[config.mk]
export PLATFORM = sky130hd
export DESIGN_NAME = ocin_input_conditioner
export DESIGN_NICKNAME = d
export VERILOG_FILES = /design/src/rtl/ocin_input_conditioner.sv
export SDC_FILE = /design/constraint.sdc
export NUM_CORES = 1
export LEC_CHECK = 0
export ABC_CLOCK_PERIOD_IN_PS = 2200
export CELL_PAD_IN_SITES_DETAIL_PLACEMENT = 0
export CELL_PAD_IN_SITES_GLOBAL_PLACEMENT = 1
export CORE_MARGIN = 8
export CORE_UTILIZATION = 33
export CTS_BUF_LIST = sky130_fd_sc_hd__clkbuf_16
export CTS_CLUSTER_DIAMETER = 150
export CTS_CLUSTER_SIZE = 40
export DETAILED_ROUTE_END_ITERATION = 8
export DONT_BUFFER_PORTS = 1
export GPL_ROUTABILITY_DRIVEN = 0
export PLACE_DENSITY_LB_ADDON = 0.08
export SLEW_MARGIN = 20
export SYNTH_ARGS = -nofsm -noshare
export SYNTH_HDL_FRONTEND = slang
export SYNTH_SLANG_ARGS = --single-unit
[constraint.sdc]
create_clock -name clk_i -period 2.2 [get_ports clk_i]
set_clock_uncertainty 0.05 [all_clocks]
set_input_delay 0.55 -clock clk_i [delete_from_list [all_inputs] [get_ports clk_i]]
set_output_delay 0.55 -clock clk_i [all_outputs]
set_load 0.02 [all_outputs]
[src/rtl/ocin_input_conditioner.sv]
// ocin_input_conditioner: per-line synchroniser, debouncer and edge detector
// for the 30 raw OCIN inputs. Masked rise/fall events are latched into a
// write-1-to-clear register, and any set bit drives a level interrupt.
// Optional snapshot capture of the debounced levels: OCIN_COND_SNAPSHOT_EN.
module ocin_input_conditioner #(
    parameter int WIDTH     = 30,
    parameter int PRESCALE  = 125,
    parameter int DEB_TICKS = 10
) (
    input  logic             clk_i,
    input  logic             rst_n_i,
    input  logic [WIDTH-1:0] in_raw_i,
    input  logic [WIDTH-1:0] in_enable_i,
    input  logic [WIDTH-1:0] rise_mask_i,
    input  logic [WIDTH-1:0] fall_mask_i,
    input  logic [WIDTH-1:0] evt_clr_i,
    input  logic             evt_clr_stb_i,
`ifdef OCIN_COND_SNAPSHOT_EN
    input  logic             snap_stb_i,
    output logic [WIDTH-1:0] snap_o,
    output logic             snap_valid_o,
`endif
    output logic [WIDTH-1:0] stable_o,
    output logic [WIDTH-1:0] rise_o,
    output logic [WIDTH-1:0] fall_o,
    output logic [WIDTH-1:0] evt_o,
    output logic             irq_o
);

    localparam logic [15:0] PRESCALE_LAST = 16'(PRESCALE - 1);
    localparam logic [7:0]  DEB_LAST      = 8'(DEB_TICKS - 1);

    logic [WIDTH-1:0] sync1_r;
    logic [WIDTH-1:0] sync2_r;
    logic [15:0]      presc_r;
    logic             tick_s;
    logic [7:0]       cnt_r     [WIDTH];
    logic [7:0]       cnt_nxt_s [WIDTH];
    logic [WIDTH-1:0] stable_r;
    logic [WIDTH-1:0] stable_nxt_s;
    logic [WIDTH-1:0] prev_r;
    logic [WIDTH-1:0] rise_r;
    logic [WIDTH-1:0] fall_r;
    logic [WIDTH-1:0] evt_r;
    logic [WIDTH-1:0] evt_clr_s;
    logic             irq_r;

    assign tick_s    = (presc_r == PRESCALE_LAST);
    assign evt_clr_s = evt_clr_i & {WIDTH{evt_clr_stb_i}};

    // Two-stage synchroniser for the asynchronous raw lines.
    always_ff @(posedge clk_i or negedge rst_n_i) begin
        if (!rst_n_i) begin
            sync1_r <= '0;
            sync2_r <= '0;
        end else begin
            sync1_r <= in_raw_i;
            sync2_r <= sync1_r;
        end
    end

    // Debounce tick prescaler, shared by all lines.
    always_ff @(posedge clk_i or negedge rst_n_i) begin
        if (!rst_n_i) begin
            presc_r <= 16'd0;
        end else if (tick_s) begin
            presc_r <= 16'd0;
        end else begin
            presc_r <= presc_r + 16'd1;
        end
    end

    // Per-line acceptance decision: a changed level must survive DEB_TICKS ticks.
    always_comb begin
        for (int i = 0; i < WIDTH; i++) begin
            cnt_nxt_s[i]    = cnt_r[i];
            stable_nxt_s[i] = stable_r[i];
            if (!in_enable_i[i]) begin
                cnt_nxt_s[i]    = 8'd0;
                stable_nxt_s[i] = 1'b0;
            end else if (sync2_r[i] == stable_r[i]) begin
                cnt_nxt_s[i] = 8'd0;
            end else if (tick_s) begin
                if (cnt_r[i] == DEB_LAST) begin
                    cnt_nxt_s[i]    = 8'd0;
                    stable_nxt_s[i] = sync2_r[i];
                end else begin
                    cnt_nxt_s[i] = cnt_r[i] + 8'd1;
                end
            end else begin
                cnt_nxt_s[i] = cnt_r[i];
            end
        end
    end

    // Debounce counters and accepted levels.
    always_ff @(posedge clk_i or negedge rst_n_i) begin
        if (!rst_n_i) begin
            for (int i = 0; i < WIDTH; i++) begin
                cnt_r[i] <= 8'd0;
            end
            stable_r <= '0;
        end else begin
            for (int i = 0; i < WIDTH; i++) begin
                cnt_r[i] <= cnt_nxt_s[i];
            end
            stable_r <= stable_nxt_s;
        end
    end

    // Edge pulses one cycle after the accepted level changes; a disabled
    // line never pulses, so forcing its level low is not reported as a fall.
    always_ff @(posedge clk_i or negedge rst_n_i) begin
        if (!rst_n_i) begin
            prev_r <= '0;
            rise_r <= '0;
            fall_r <= '0;
        end else begin
            prev_r <= stable_r;
            rise_r <= in_enable_i & stable_r & ~prev_r;
            fall_r <= in_enable_i & ~stable_r & prev_r;
        end
    end

    // Event latch: masked edges set, strobed write-1 clears, set wins.
    always_ff @(posedge clk_i or negedge rst_n_i) begin
        if (!rst_n_i) begin
            evt_r <= '0;
        end else begin
            evt_r <= (evt_r & ~evt_clr_s) | (rise_r & rise_mask_i) | (fall_r & fall_mask_i);
        end
    end

    // Level interrupt, registered from the latched events.
    always_ff @(posedge clk_i or negedge rst_n_i) begin
        if (!rst_n_i) begin
            irq_r <= 1'b0;
        end else begin
            irq_r <= |evt_r;
        end
    end

`ifdef OCIN_COND_SNAPSHOT_EN
    logic [WIDTH-1:0] snap_r;
    logic             snap_valid_r;

    // Snapshot of debounced levels; a new capture takes priority over the clear.
    always_ff @(posedge clk_i or negedge rst_n_i) begin
        if (!rst_n_i) begin
            snap_r       <= '0;
            snap_valid_r <= 1'b0;
        end else if (snap_stb_i) begin
            snap_r       <= stable_r;
            snap_valid_r <= 1'b1;
        end else if (evt_clr_stb_i) begin
            snap_valid_r <= 1'b0;
        end else begin
            snap_valid_r <= snap_valid_r;
        end
    end

    assign snap_o       = snap_r;
    assign snap_valid_o = snap_valid_r;
`endif

    assign stable_o = stable_r;
    assign rise_o   = rise_r;
    assign fall_o   = fall_r;
    assign evt_o    = evt_r;
    assign irq_o    = irq_r;

endmodule

**Yosys cells after proc, flatten, opt, wreduce, memory -nomap -nowiden**

Cells that the tools add are included.

- Output and inout bits: 121
- Bits of input ports: 153
- Flip-flop bits (word level): 467

- Reduce and logical (&&, ||, !) cells: 31
- Bitwise gates (word level): 13
- Multiplexer cells: 241
- Eq/ne operators: 181
- Add/subtract/negate cells: 31

Operators with widths:

| cell | count |
|---|---|
| two-way mux 8 bit | 120 |
| adder 8 x 1 -> 8 bit (second input constant) | 30 |
| bitwise AND 30 bit | 8 |
| equality test 8 x 4 -> 1 bit (second input constant) | 30 |
| two-way mux 1 bit | 120 |
| inequality test 2 x 1 -> 1 bit (second input constant) | 60 |
| inequality test 3 x 1 -> 1 bit (second input constant) | 30 |
| NOT 30 bit | 3 |
| AND reduction 3 bit | 30 |
| inequality test 2 bit (second input constant) | 30 |
| bitwise OR 30 bit | 2 |
| equality test 1 bit | 30 |
| OR reduction 30 bit | 1 |
| adder 16 x 1 -> 16 bit (second input constant) | 1 |
| equality test 16 x 7 -> 1 bit (second input constant) | 1 |
| two-way mux 16 bit | 1 |

**Depth between registers and ports, before layout**

- Depth after elaboration: 5
- Depth in mapped cells: 10
- Gate-level depth less buffers: 6

**Least setup slack after synthesis**

No wires, ideal clock.

- Path type: register -> register
- Start: register presc_r[0]
- End: register cnt_r[171] (netlist bit)
- Cell stages (with the launch flop): 10
- Arrival: 2.010 ns
- Required time: 2.072 ns
- Clock period less this slack: 2.138 ns
- Setup time: 0.078 ns
- Path slack: 0.062 ns
- Buffers on the path: 3
- Cells stage by stage: dfrtp_1 -> inv_1 -> ha_1 -> nor4b_4 -> nand4_1 -> buf_2 -> buf_6 -> buf_6 -> or4b_1 -> a21oi_1

- Cells in the longest elaborated chain, start to end: 2

RTL lines:

| what | line | source |
|---|---|---|
| start, declared | 35 | `logic [15:0] presc_r;` |
| start signal, assigned | 69 | `presc_r <= presc_r + 16'd1;` |
| equality test 16 x 7 -> 1 bit | 48 | `assign tick_s = (presc_r == PRESCALE_LAST);` |
| inequality test 3 x 1 -> 1 bit (no source line) | -- |  |
| end signal, assigned by index | 105 | `cnt_r[i] <= cnt_nxt_s[i];` |
| end, declared | 37 | `logic [7:0] cnt_r [WIDTH];` |

Every way passes these cells.
A chain may end at the register's enable or synchronous reset.

**Final worst setup path**

- Start: register presc_r[0]
- End: register cnt_r[221] (netlist bit)

The elaborated chain is that of the path after synthesis.

==> flow_metrics.env <==
export IMPL_setup_violations=95
export IMPL_period_needed_ns=2.28
export IMPL_cp_end_kind="register"
export IMPL_final_max_slew_viol_count=142
export IMPL_cts_tree="done"
export IMPL_final_common_cell="dfrtp_1"
export IMPL_ios=274
export IMPL_nNetsFinal=2431
export IMPL_path_max_fanout=18
export IMPL_clk_latency_ns=0.57
export IMPL_p_per_area_nw_per_um2=510
export IMPL_ys_warn_count=0
export IMPL_fill_cells=6276
export IMPL_max_freq_mhz=438
export IMPL_synthesis_nets=2312
export IMPL_initialDrtViolationCount=1086
export IMPL_required_ns=2.64
export IMPL_dieArea_um2=73000
export IMPL_synth_avg_cell_area_um2=10.2
export IMPL_syn_area_um2=21300
export IMPL_slew_headroom_pct=-15.5
export IMPL_dp_slack_ns=-0.0415
export IMPL_final_area_um2=25600
export IMPL_ant_nets=0
export IMPL_crit_arrival_ns=2.72
export IMPL_post_drt_via_cell_ratio=5.46
export IMPL_synth_edff_count=0
export IMPL_critPathKind="reg2reg"
export IMPL_htreeDepth=1
export IMPL_setup_tns_ns=-3.45
export IMPL_area_growth_pct=20.2
export IMPL_hp_class="in2async"
export IMPL_post_dp_hpwl_um=36500
export IMPL_p_leak_nw=10.7
export IMPL_drtPass1Iterations=5
export IMPL_whs_ns=-0.362
export IMPL_clk_pin_slew_ns=0.16
export IMPL_final_cell_mix="dfrtp_1, nand2_1, a21oi_1"
export IMPL_core_area_um2=64200
export IMPL_grt_setup_unrepaired="yes"
export IMPL_grt_pass1_vias=16700
export IMPL_drive_gt1_share_pct=16.4
export IMPL_drv_cap=0
export IMPL_wirelength_um=60500
export IMPL_row_count=93
export IMPL_fin_ws_ns=-0.0847
export IMPL_drc=0
export IMPL_dieWidth_um=270
export IMPL_yosysUniqueCellTypes=55
export IMPL_cts_buffers=15
export IMPL_finalCritPeriodShare_pct=104
export IMPL_start_util_pct=33.2
export IMPL_violations="negative hold slack, max-slew violations, negative setup slack"
export IMPL_finalHoldViolations=420
export IMPL_cts_hold_repair_buffers=58
export IMPL_placed_area_um2=22800
export IMPL_register_area_um2=11700
export IMPL_ys_seq_elements=467
export IMPL_wl_per_cell_um=19.7
export IMPL_rrSetupSlack_ns=-0.08
export IMPL_start_kind="register"
export IMPL_use_met3_pct=2.46
export IMPL_synthCells=2097
export IMPL_outcome="finished with violations"
export IMPL_max_vdd_ir_drop_uv=428
export IMPL_post_route_util_pct=39.9
export IMPL_io_buffers=0
export IMPL_met1_usage_pct=20.0
export IMPL_worst_pin_slew_ns=1.73
export IMPL_total_power_mw=13.1
export IMPL_ys_flop_type="dfrtp_1"
export IMPL_dieHeight_um=270
export IMPL_cts_sinks=467
export IMPL_async_flop_share_pct=100
export IMPL_num_vias=16800
export IMPL_grt_max_degree=468
export IMPL_cts_buffer_depth=3
export IMPL_finalNonFillerCells=3071
export IMPL_diodes=0
export IMPL_grt_pass1_wl_um=91700
export IMPL_grt_busiest_layer="met2"
export IMPL_grt_usage_pct=14.8
export IMPL_met2_usage_pct=25.1
export IMPL_multi_input_area_um2=9950
export IMPL_root_buffer="clkbuf_16"
export IMPL_grt_overflow=0
export IMPL_place_inst=2946
export IMPL_antenna_found_initial=0
export IMPL_ys_seq_area_share_pct=54.8
sequential cells by signal, summed over array words and instances (netlist names):
| register | flops |
|---|---|
| cnt_r | 240 |
| evt_o | 30 |
| fall_o | 30 |
| irq_o | 1 |
| presc_r | 16 |
| prev_r | 30 |
| rise_o | 30 |
| stable_o | 30 |
| sync1_r | 30 |
| sync2_r | 30 |
logic make-up (layout without fill, tap and decap cells):
logic type	count (synthesis)	in the layout	share of synthesized area [%]
XOR/XNOR	44	44	1.81
buffers and inverters	166	285	3.03
AND/OR/NAND/NOR	843	843	21.6
adder cells (fa/ha/maj)	62	62	3.64
AO/OA/AOI/OAI	503	503	14.6
multiplexers	12	12	0.575
flip-flops	467	467	54.8
synth_stat cells (6+ instances only):
library cell,n,area [µm²]
buf_1,6,22.5
a222oi_1,30,300
nor3_1,15,75.1
nand2_1,235,882
nor4_1,8,50.1
nand3_1,103,515
nand4_1,58,363
nor4b_1,18,158
ha_1,62,776
xor2_1,37,324
and3_1,37,231
nor4bb_1,13,130
a41o_1,14,140
a31oi_1,19,119
nor2_1,108,405
o211ai_1,7,52.6
and4_1,8,70.1
and2_1,20,125
a21oi_1,225,1130
or2_2,12,75.1
xnor2_1,7,61.3
inv_1,101,379
o21ai_0,87,435
a311oi_1,13,114
dfrtp_1,467,11700
or3_1,73,457
or4_1,111,833
mux2i_1,10,100
o31ai_1,77,578
clkbuf_1,50,188
layout make-up:
type / instances / area share, %
Multi-Input combinational cell: 1464 / 38.8
Sequential cell: 467 / 45.6
Timing Repair Buffer: 167 / 8.29
Inverter: 101 / 1.48
Tap cell: 855 / 4.17
Clock inverter: 2 / 0.161
Clock buffer: 15 / 1.46
path summary, 6_finish.rpt:
check | start | end | cells past startpoint
worst max-delay path | presc_r[0] | cnt_r[221] | 9
worst min-delay path | rst_n_i | sync2_r[2] | 0
worst max register to register | presc_r[0] | cnt_r[221] | 9
worst min register to register | sync1_r[9] | sync2_r[9] | 0
max in group asynchronous | rst_n_i | cnt_r[138] | 0
min in group clk_i | in_enable_i[0] | stable_o[0] | 2
report_power, final:
group	switching [mW]	leakage, nW	internal (mW)	total [mW]
combinational	0.150	4.16	0.125	0.275
clock	2.71	0.205	1.39	4.10
sequential	0.0351	6.37	8.65	8.68
worst max-delay path, stage by stage, from the launching register on:
cell	delay (ns)
dfrtp_1	0.41
inv_1	0.07
ha_2	0.16
nor4b_4	0.20
nand4_1	0.15
buf_6	0.17
buf_16	0.16
buf_16	0.16
or4_1	0.50
a21oi_1	0.16
routing by layer:
layer  share of wire, %  vias to the layer above
met3                4.4                       34
met2                 47                      276
met5                  0                        -
met1                 47                     8472
li1                   -                     7985
met4                1.5                        0
repair_timing:
action / 4_1_cts / 5_1_grt
buffers inserted: 11 / 18
endpoints found under the hold margin: 525 / 467
endpoints found under the setup margin: 88 / 177
cloned: 7 / 16
gates resized for setup: 43 / 226
pin swaps: 47 / 123
No activity file was read; power rests on OpenSTA's default activity.
